### src/rtl/hazard_forward_unit.sv
// Load-use stall generator and ALU operand forwarding select for a 5-stage pipeline.
// Define FWD_WB_BYPASS_EN to add a registered WB-bypass forwarding source (code 2'b11).
module hazard_forward_unit #(
  parameter int RA_W     = 3,
  parameter int LOAD_LAT = 1,
  parameter int CNT_W    = 16
) (
  input  logic            clk,
  input  logic            rst,
  input  logic [RA_W-1:0] if_id_rs,
  input  logic [RA_W-1:0] if_id_rt,
  input  logic            if_id_uses_rt,
  input  logic [RA_W-1:0] id_ex_rs,
  input  logic [RA_W-1:0] id_ex_rt,
  input  logic [RA_W-1:0] id_ex_rd,
  input  logic            id_ex_mem_read,
  input  logic [RA_W-1:0] ex_mem_rd,
  input  logic            ex_mem_reg_write,
  input  logic [RA_W-1:0] mem_wb_rd,
  input  logic            mem_wb_reg_write,
  input  logic            flush,
  output logic [1:0]      forward_a,
  output logic [1:0]      forward_b,
  output logic            stall,
  output logic [CNT_W-1:0] stall_cnt
);

  localparam int REM_W = (LOAD_LAT > 1) ? $clog2(LOAD_LAT) : 1;

  localparam logic [0:0] IDLE = 1'b0;
  localparam logic [0:0] HOLD = 1'b1;

  logic [0:0]       state;
  logic [REM_W-1:0] rem;
  logic             hazard;
  logic             exm_a, exm_b, mwb_a, mwb_b;
  logic             wb_hit_a, wb_hit_b;

  assign exm_a = ex_mem_reg_write && (ex_mem_rd != '0) && (ex_mem_rd == id_ex_rs);
  assign exm_b = ex_mem_reg_write && (ex_mem_rd != '0) && (ex_mem_rd == id_ex_rt);
  assign mwb_a = mem_wb_reg_write && (mem_wb_rd != '0) && (mem_wb_rd == id_ex_rs);
  assign mwb_b = mem_wb_reg_write && (mem_wb_rd != '0) && (mem_wb_rd == id_ex_rt);

`ifdef FWD_WB_BYPASS_EN
  // Holds the write retired last cycle, for a register file without write-through.
  logic [RA_W-1:0] wb_rd;
  logic            wb_valid;

  always_ff @(posedge clk) begin
    if (rst) begin
      wb_rd    <= '0;
      wb_valid <= 1'b0;
    end else begin
      wb_rd    <= mem_wb_rd;
      wb_valid <= mem_wb_reg_write;
    end
  end

  assign wb_hit_a = !rst && wb_valid && (wb_rd != '0) && (wb_rd == id_ex_rs);
  assign wb_hit_b = !rst && wb_valid && (wb_rd != '0) && (wb_rd == id_ex_rt);
`else
  assign wb_hit_a = 1'b0;
  assign wb_hit_b = 1'b0;
`endif

  // Youngest producer wins.
  assign forward_a = exm_a ? 2'b10 : mwb_a ? 2'b01 : wb_hit_a ? 2'b11 : 2'b00;
  assign forward_b = exm_b ? 2'b10 : mwb_b ? 2'b01 : wb_hit_b ? 2'b11 : 2'b00;

  assign hazard = id_ex_mem_read && (id_ex_rd != '0) &&
                  ((id_ex_rd == if_id_rs) || (if_id_uses_rt && (id_ex_rd == if_id_rt)));

  assign stall = !rst && !flush && ((state == HOLD) || hazard);

  // The detection cycle is the first stall cycle; HOLD covers the remaining LOAD_LAT-1.
  always_ff @(posedge clk) begin
    if (rst || flush) begin
      state <= IDLE;
      rem   <= '0;
    end else begin
      case (state)
        IDLE: begin
          if (hazard && (LOAD_LAT > 1)) begin
            state <= HOLD;
            rem   <= REM_W'(LOAD_LAT - 2);
          end
        end
        HOLD: begin
          if (rem == '0) state <= IDLE;
          else           rem   <= rem - 1'b1;
        end
        default: begin
          state <= IDLE;
          rem   <= '0;
        end
      endcase
    end
  end

  always_ff @(posedge clk) begin
    if (rst)                          stall_cnt <= '0;
    else if (stall && !(&stall_cnt)) stall_cnt <= stall_cnt + 1'b1;
  end

endmodule

### config.mk
export PLATFORM = sky130hd
export DESIGN_NAME = hazard_forward_unit
export DESIGN_NICKNAME = d
export VERILOG_FILES = /design/src/rtl/hazard_forward_unit.sv
export SDC_FILE = /design/constraint.sdc
export NUM_CORES = 1
export LEC_CHECK = 0
export ABC_CLOCK_PERIOD_IN_PS = 2200
export CORE_ASPECT_RATIO = 0.6
export CORE_MARGIN = 3
export CORE_UTILIZATION = 40
export DETAILED_ROUTE_END_ITERATION = 8
export MAX_ROUTING_LAYER = met4
export PLACE_DENSITY_LB_ADDON = 0.25
export SLEW_MARGIN = 10
export SYNTH_ARGS = -nofsm -noshare
export SYNTH_HDL_FRONTEND = slang
export SYNTH_SLANG_ARGS = --single-unit
### constraint.sdc
create_clock -name clk -period 2.2 [get_ports clk]
set_clock_uncertainty 0.1 [all_clocks]
set_input_delay 0.22 -clock clk [delete_from_list [all_inputs] [get_ports clk]]
set_output_delay 0.22 -clock clk [all_outputs]
set_load 0.05 [all_outputs]
==> impl_metrics.tcl <==
set metrics [dict create \
    synth_adder_area_share 0.01034 \
    synth_compound_area_frac 0.1613 \
    start_util 0.4514 \
    synth_nets 169 \
    grtUsageTotal 0.2088 \
    cts_buffer_depth 2 \
    synth_top_family_by_area "simple AND/OR/NAND/NOR gates" \
    grt_antenna_before_repair 0 \
    p_per_area_mw_per_mm2 377.1 \
    ir_drop_uv 354.7 \
    cts_sinks 16 \
    yosys_warnings 0 \
    synthCells 140 \
    die_h_um 48.60 \
    synth_common_cells "dfxtp_1 (16), a21oi_1 (14), o31ai_1 (13), xnor2_1 (13), nand3_1 (12)" \
    overflow 0 \
    biggestRegsByFlops "stall_cnt: 16 flops" \
    place_hpwl_um 2759 \
    worstMarginPinSlew_ns 0.5116 \
    grt_pass1_wl_um 6237 \
    place_congestion 0.8545 \
    cts_tree "done" \
    muxShareOfSynthArea 0.04343 \
    area_growth_pct 55.12 \
    fmax_mhz 473.5 \
    slew-limit-headroom 0.6579 \
    rsz0062_at_grt "no" \
    synthDominantCellAreaShare 0.2647 \
    final_max_slew_viol_count 0 \
    largest_register_ffs 16 \
    ys_seq_elements 16 \
    wl_met3_um 170 \
    critPathTopFamily "buffers and inverters" \
    synth_ff_type "dfxtp_1" \
    wl_um 3455 \
    power.total_mw 0.7078 \
    avgRoutedWirePerCell_um 15.02 \
    fin_nets 220 \
    drive_gt1_frac 0.1895 \
    drc 0 \
    cp_cell_sequence "clkdlybuf4s50_1 > nor3b_2 > a21oi_1 > o31ai_2 > and3_2 > nor3_2 > buf_12" \
    avgSynthCellArea_sq_um 8.642 \
    drtAntennaViolNets 0 \
    top_register "stall_cnt" \
    h-tree-depth 1 \
    firstDrtPassIters 4 \
    critPathBufInv 2 \
    hp-class "register to register" \
    cp-start-kind "input pin" \
    cts_buffers 3 \
    status "completed" \
    core-area_sq_mm 0.002680 \
    end_kind "primary output" \
    synthSimpleGateAreaFrac 0.3289 \
    hold_viol 0 \
    setup_tns_ns 0 \
    row_count 14 \
    place_inst 226 \
    antenna-diode-count 0 \
    drt_iter0_drc 72 \
    clockRootBuffer "clkbuf_8" \
    yosysMostFrequentCell "dfxtp_1" \
    ios 49 \
    cts_setup_buffers 0 \
    worstPathArrival_ns 1.79 \
    ys_seq_area_frac 0.2647 \
    asyncSetResetFlopFracSynth 0 \
    slowest_stage "clkdlybuf4s50_1" \
    whs_ns 0.4116 \
    fin_crit_ns 2.112 \
    synth_area_leaders "dfxtp_1 (26%), xnor2_1 (9.4%), o31ai_1 (8.1%)" \
    die-area_sq_mm 0.003742 \
    yosys.area.top_type "dfxtp_1" \
    viasPerCell 5.578 \
    p_leak_nw 0.6471 \
    vias 1283 \
    syn_area_sq_mm 0.001210 \
    grt_pass1_vias 1315 \
    top_layer "met4" \
    clk_pin_slew_ns 0.06 \
    grt_max_degree 28 \
    synth_cell_types 39 \
    wl_met2_um 1720 \
    maxCapViolCount 0 \
    crit_path_max_incr_delay_ns 0.60 \
    crit_fanout 4 \
    fin_crit_sh 0.9600 \
    required_ns 1.88 \
    r2r_slack_ns 0.15 \
    setup_ws_ns 0.08795 \
    finalSetupViolCount 0 \
    synth_edf_count 0 \
    port-buffer-count 48 \
    crit_type "input pin to primary output" \
    die_w_um 77 \
    worstSkewPairLatency_ns 0.25 \
    synth_xor_area_frac 0.1158 \
    instances_no_fill 230 \
    pre_cts_slack_ns -0.1066 \
    wl_met1_um 1546 \
]
## layout by cell type (no fill, tap or decap), drive strengths merged
master         synthesis  layout
a21oi                 14      14
and3                   2       2
and4                   1       1
buf                    7      13
clkbuf                 3       4
clkdlybuf4s50          0      41
dfxtp                 16      16
dlymetal6s2s           0       2
ha                     1       1
inv                    4       4
mux2                   4       4
nand2                  2       2
nand3                 12      12
nand3b                 1       1
nand4                  3       3
nor2                   9       9
nor2b                  3       3
nor3                   6       6
nor3b                  2       2
nor4                   2       2
nor4b                  3       3
o21ai                  3       3
o31ai                 13      13
o41ai                  1       1
or2                    1       1
or3                    1       1
or4                    9       9
or4b                   1       1
xnor2                 13      13
xor2                   3       3
## final timing paths
check	from	endpoint	cells past startpoint
min	stall_cnt[15]	stall_cnt[15]	2
max	id_ex_rs[2]	forward_a[0]	7
min reg2reg	stall_cnt[15]	stall_cnt[15]	2
max reg2reg	stall_cnt[0]	stall_cnt[7]	7
## logic make-up (layout without fill, tap and decap cells)
group,Yosys count,after routing
simple gates,58,58
xor+xnor,16,16
mux,4,4
buf+inv,14,64
compound gates,31,31
fa+ha+maj,1,1
flops,16,16
## repair_timing
item,CTS,global route
endpoints found under the setup margin,1,4
hold buffers,0,0
resized for setup,1,6
## worst register-to-register path, cell delays in order, from the launching register on
cell	delay, ns
dfxtp_2	0.35
ha_1	0.24
nand4_2	0.11
or2_1	0.26
nor3_4	0.10
buf_4	0.18
or4_1	0.46
a21oi_1	0.18
## power by group
group          internal, mW  total [mW]  leakage, nW  switching, mW
Sequential            0.290       0.291        0.130       0.000619
Combinational        0.0880       0.158        0.488         0.0698
Clock                 0.159       0.259       0.0288          0.101
Total                 0.537       0.708        0.647          0.171
## layout make-up
class / instances / area [sq um]
well taps: 40 / 50.05
repair buffers: 56 / 608.1
fillers: 203 / 803.3
clock buffers: 4 / 55.05
multi-input cells: 110 / 825.8
flip-flops and latches: 16 / 322.8
inverters: 4 / 15.01
## metrics by stage
| stage | area (sq um) | utilization |
|---|---|---|
| final | 1877 | 0.7003 |
| after global routing | 1877 | 0.7003 |
| after CTS | 1856 | 0.6923 |
| after detailed placement | 1799 | 0.6713 |
| after global placement | 1799 | 0.6713 |
| after floorplan | 1222 | - |
## per-layer routing
metal	GRT usage	vias up
li1	-	630
met1	0.2511	615
met2	0.3656	36
met3	0.05370	2
met4	0.02367	0
met5	-	-
No activity file was read; power rests on OpenSTA's default activity.
==> patch 1: new RTL, same settings <==
Change the localparam `HOLD` from 1'b1 to 1'b0.
--- a/src/rtl/hazard_forward_unit.sv
+++ b/src/rtl/hazard_forward_unit.sv
@@ -28,7 +28,7 @@
   localparam int REM_W = (LOAD_LAT > 1) ? $clog2(LOAD_LAT) : 1;
 
   localparam logic [0:0] IDLE = 1'b0;
-  localparam logic [0:0] HOLD = 1'b1;
+  localparam logic [0:0] HOLD = 1'b0;
 
   logic [0:0]       state;
   logic [REM_W-1:0] rem;
Behaviour: not the same (a bounded check fails within 4 cycles, from zero or initial values and one cycle with rst high).
==> patch 1 against the original RTL <==
Sequential cell count unchanged. Combinational power decreased by 13%. Wire length decreased by 9.3%. Synthesized area decreased by 12%. Worst setup slack improved by 19 ps. Cell area decreased by 16%. First-iteration DRC count unchanged. Total power decreased by 8.1%. Highest routed layer unchanged.
==> patch 1: results <==
[logic_synthesis]
synth_seq_area_share_pct = 30.1
syn-instance-count = 126
synth_fp_nets = 155
synthTopCellsByCount = "16 x dfxtp_1, 13 x a21oi_1, 10 x xnor2_1"
synth.top_cells.by_area = "dfxtp_1 30%, xnor2_1 8.2%, a21oi_1 6.1%, nand4_1 3.5%, o31ai_1 3.5%"
ys_types = 38

[pwr]
p_leak_nw = 0.551
internal_power_uw = 483
vdd_drop_max_v = 0.000268

[worst_setup_path]
reg2reg_to = "stall_cnt[14]"
slowest_delay_ps = 440
arrival_ps = 1770
cp_slowest_cell = "clkdlybuf4s50_1"
r2r_slack_ps = 330
r2r_cells = 5
path_max_fanout = 2

[route]
vias_per_cell = 5.78
drt_wl_total_mm = 3.13

[cells_and_area]
drive_gt1_share_pct = 15.4
num-nets-final = 200

[grt]
grt_max_degree = 19
grt_pass1_vias = 1083
groute.usage.overall_pct = 21.1
grt_pass1_wl_mm = 5.09

[sta]
hold_slack_ps = 425

[cts]
post_cts_buffers = 0

[place]
routabilityCongestion = 0.781
pre_cts_slack_ps = -53.2
portBuffers = 37
dp_hpwl_mm = 2.51

[run_status]
outcome = "complete, no violations"
## patch 1: cell types whose count changed after synthesis, moves of 3 or more
cell / change
nor2_1: -3
or3_1: +5
nand3_1: -6
buf_6: -3
xnor2_1: -3
nand2_1: +7
o21ai_0: +6
or4_1: -5
o31ai_1: -8
nand4_1: +5
## patch 1: worst max-delay path by stage
stage                    end  cells past startpoint  slack [ps]
2_1_floorplan  stall_cnt[12]                      5         230
3_3_place_gp    forward_a[1]                      6         -30
3_5_place_dp    forward_a[1]                      6         -50
4_1_cts         forward_a[0]                      6          10
5_1_grt         forward_a[0]                      6          60
6_report        forward_a[0]                      6         110
## patch 1: repair_timing
action	in CTS	in global routing
setup endpoints to repair	4	4
pin swaps	0	1
resized for setup	2	2
## patch 1: power by group through the flow
| stage | clock, mW | combinational [mW] | sequential (mW) |
|---|---|---|---|
| floorplan | 0 | 0.0551 | 0.312 |
| global placement | 0 | 0.133 | 0.302 |
| detailed placement | 0 | 0.136 | 0.302 |
| CTS | 0.220 | 0.137 | 0.296 |
| global route | 0.234 | 0.146 | 0.296 |
| finish | 0.217 | 0.138 | 0.296 |
## patch 1: critical path: cells and delay by family
| kind | cells | cell delay, ps |
|---|---|---|
| AOI/OAI and AO/OA | 2 | 480 |
| and+or+nand+nor | 2 | 430 |
| buffers and inverters | 2 | 640 |
## patch 1: cell type report
| type | instances | area [sq um] |
|---|---|---|
| inverter | 2 | 7.51 |
| sequential | 16 | 320 |
| tap | 30 | 37.5 |
| clock buffer | 3 | 41.3 |
| multi-input combinational | 104 | 714 |
| timing repair buffer | 44 | 449 |
| fill | 193 | 772 |
## patch 1: cells by family after synthesis
group | after synthesis | synth area share (%)
AO/OA/AOI/OAI | 33 | 19.0
XOR/XNOR | 11 | 9.05
adder cells (fa/ha/maj) | 1 | 1.17
buffers and inverters | 6 | 3.52
flip-flops | 16 | 30.1
multiplexers | 2 | 1.88
AND/OR/NAND/NOR | 57 | 35.3
## patch 1: per-stage QoR
step | utilization (%) | instance area [sq um]
CTS | 66.8 | 1560
floorplan | - | 1060
global placement | 64.9 | 1520
finish | 67.0 | 1570
detailed placement | 64.9 | 1520
global route | 67.0 | 1570
## patch 1: metal layers
layer	wire (microns)	up-vias	track usage, %	share of wire [%]
li1	-	568	-	-
met1	1470	540	28.0	47
met2	1410	41	33.2	45
met3	241	2	5.29	7.7
met4	11	0	3.31	0.35
met5	0	-	-	0
==> patch 2: new RTL, same flow settings <==
Without the edit above. Put one more register stage on the output `stall_cnt`, cleared by the reset. The value now appears one clock later. The other outputs are not delayed to match.
--- a/src/rtl/hazard_forward_unit.sv
+++ b/src/rtl/hazard_forward_unit.sv
@@ -29,6 +29,8 @@
 
   localparam logic [0:0] IDLE = 1'b0;
   localparam logic [0:0] HOLD = 1'b1;
+
+  logic [CNT_W-1:0] stall_cnt_s0;
 
   logic [0:0]       state;
   logic [REM_W-1:0] rem;
@@ -98,8 +100,16 @@
   end
 
   always_ff @(posedge clk) begin
-    if (rst)                          stall_cnt <= '0;
-    else if (stall && !(&stall_cnt)) stall_cnt <= stall_cnt + 1'b1;
+    if (rst)                          stall_cnt_s0 <= '0;
+    else if (stall && !(&stall_cnt_s0)) stall_cnt_s0 <= stall_cnt_s0 + 1'b1;
+  end
+
+  always_ff @(posedge clk) begin
+    if (rst) begin
+      stall_cnt <= '0;
+    end else begin
+      stall_cnt <= stall_cnt_s0;
+    end
   end
 
 endmodule
Function: changed (a bounded check fails within 4 cycles, from zero or initial values and one cycle with rst high).
==> patch 2 against the original RTL <==
Worst setup slack lost 23 ps. Cell area grew 19%. Synthesized area grew 28%. Sequential power grew 100%. Sequential cell count grew 16. Total power grew 66%. Fmax shrank 1.1%. Wire length grew 11%. Critical endpoint unchanged. Largest cell class unchanged.
==> patch 2: results <==
[run_status]
outcome = "complete, no violations"

[cts]
htree_num_levels = 2
cts_buffers = 5
clk_latency_ps = 290

[route]
wl_met2_mm = 1.67
dr_wl_met3_microns = 366
drt_wl_total_mm = 3.83
vias_per_cell = 5.27
wl_met1_mm = 1.73
drtIter0Drc = 113

[pwr]
p_leak_nw = 0.767
vdd_drop_max_v = 0.000389
powerSeq_uw = 582
pg_comb_uw = 154
swShare_pct = 24.7

[grt]
use_met2_pct = 28.0
grt_max_degree = 31
grt_pass1_wl_mm = 6.31
use_met1_pct = 22.8

[logic_synthesis]
synth_compound_area_share_pct = 12.0
synthMuxAreaShare_pct = 2.91
synth_fp_nets = 202
syn_area_per_cell_sq_um = 8.95
synth.top_cells.by_area = "dfxtp_1 41%, xnor2_1 9.1%, nor2b_1 5.7%, o31ai_1 5.3%, nand3_1 3.2%"
synthTopCellsByCount = "32 x dfxtp_1, 16 x xnor2_1, 14 x nor2b_1"
ys_types = 37
synth_seq_area_share_pct = 41.4
synth_xor_area_share_pct = 9.05

[cells_and_area]
reg.largest.list = "stall_cnt (16), stall_cnt_s0 (16)"
drive_gt1_share_pct = 16.0
syn2layout_area_growth_pct = 44.6
fillCellCount = 301

[sta]
layout_setup_ws_ps = 65.0
slew_headroom_pct = 65.8
hold_slack_ps = 369

[place]
placed_area_sq_mm = 0.00212
dp_cells = 262
dp_hpwl_mm = 2.91

[worst_setup_path]
reg2reg_to = "stall_cnt_s0[9]"
r2r_slack_ps = 180
r2r_start = "stall_cnt_s0[0]"
r2r_cells = 6

[worst_hold_path]
holdPathEnd = "stall_cnt[15]"
==> patch 2: changes by cell type after synthesis, sizes merged, moves of 3 or more <==
| cell | before | now |
|---|---|---|
| or4 | 9 | 5 |
| a21oi | 14 | 8 |
| xor2 | 3 | 0 |
| nand2b | 0 | 3 |
| nor2b | 3 | 14 |
| xnor2 | 13 | 16 |
| dfxtp | 16 | 32 |
| nand2 | 2 | 8 |
==> patch 2: cell type report <==
| class | count | share of cell area (%) |
|---|---|---|
| Clock buffer | 5 | 3.07 |
| Timing Repair Buffer | 53 | 24.9 |
| Clock inverter | 3 | 0.838 |
| Inverter | 5 | 0.838 |
| Multi-Input combinational cell | 127 | 39.2 |
| Tap cell | 45 | 2.52 |
| Sequential cell | 32 | 28.6 |
==> patch 2: critical path, stage by stage <==
cell	delay, ps
clkdlybuf4s50_1	550
nor3b_1	240
a21oi_1	90
o31ai_2	210
and3_2	260
nor3_2	70
buf_12	170
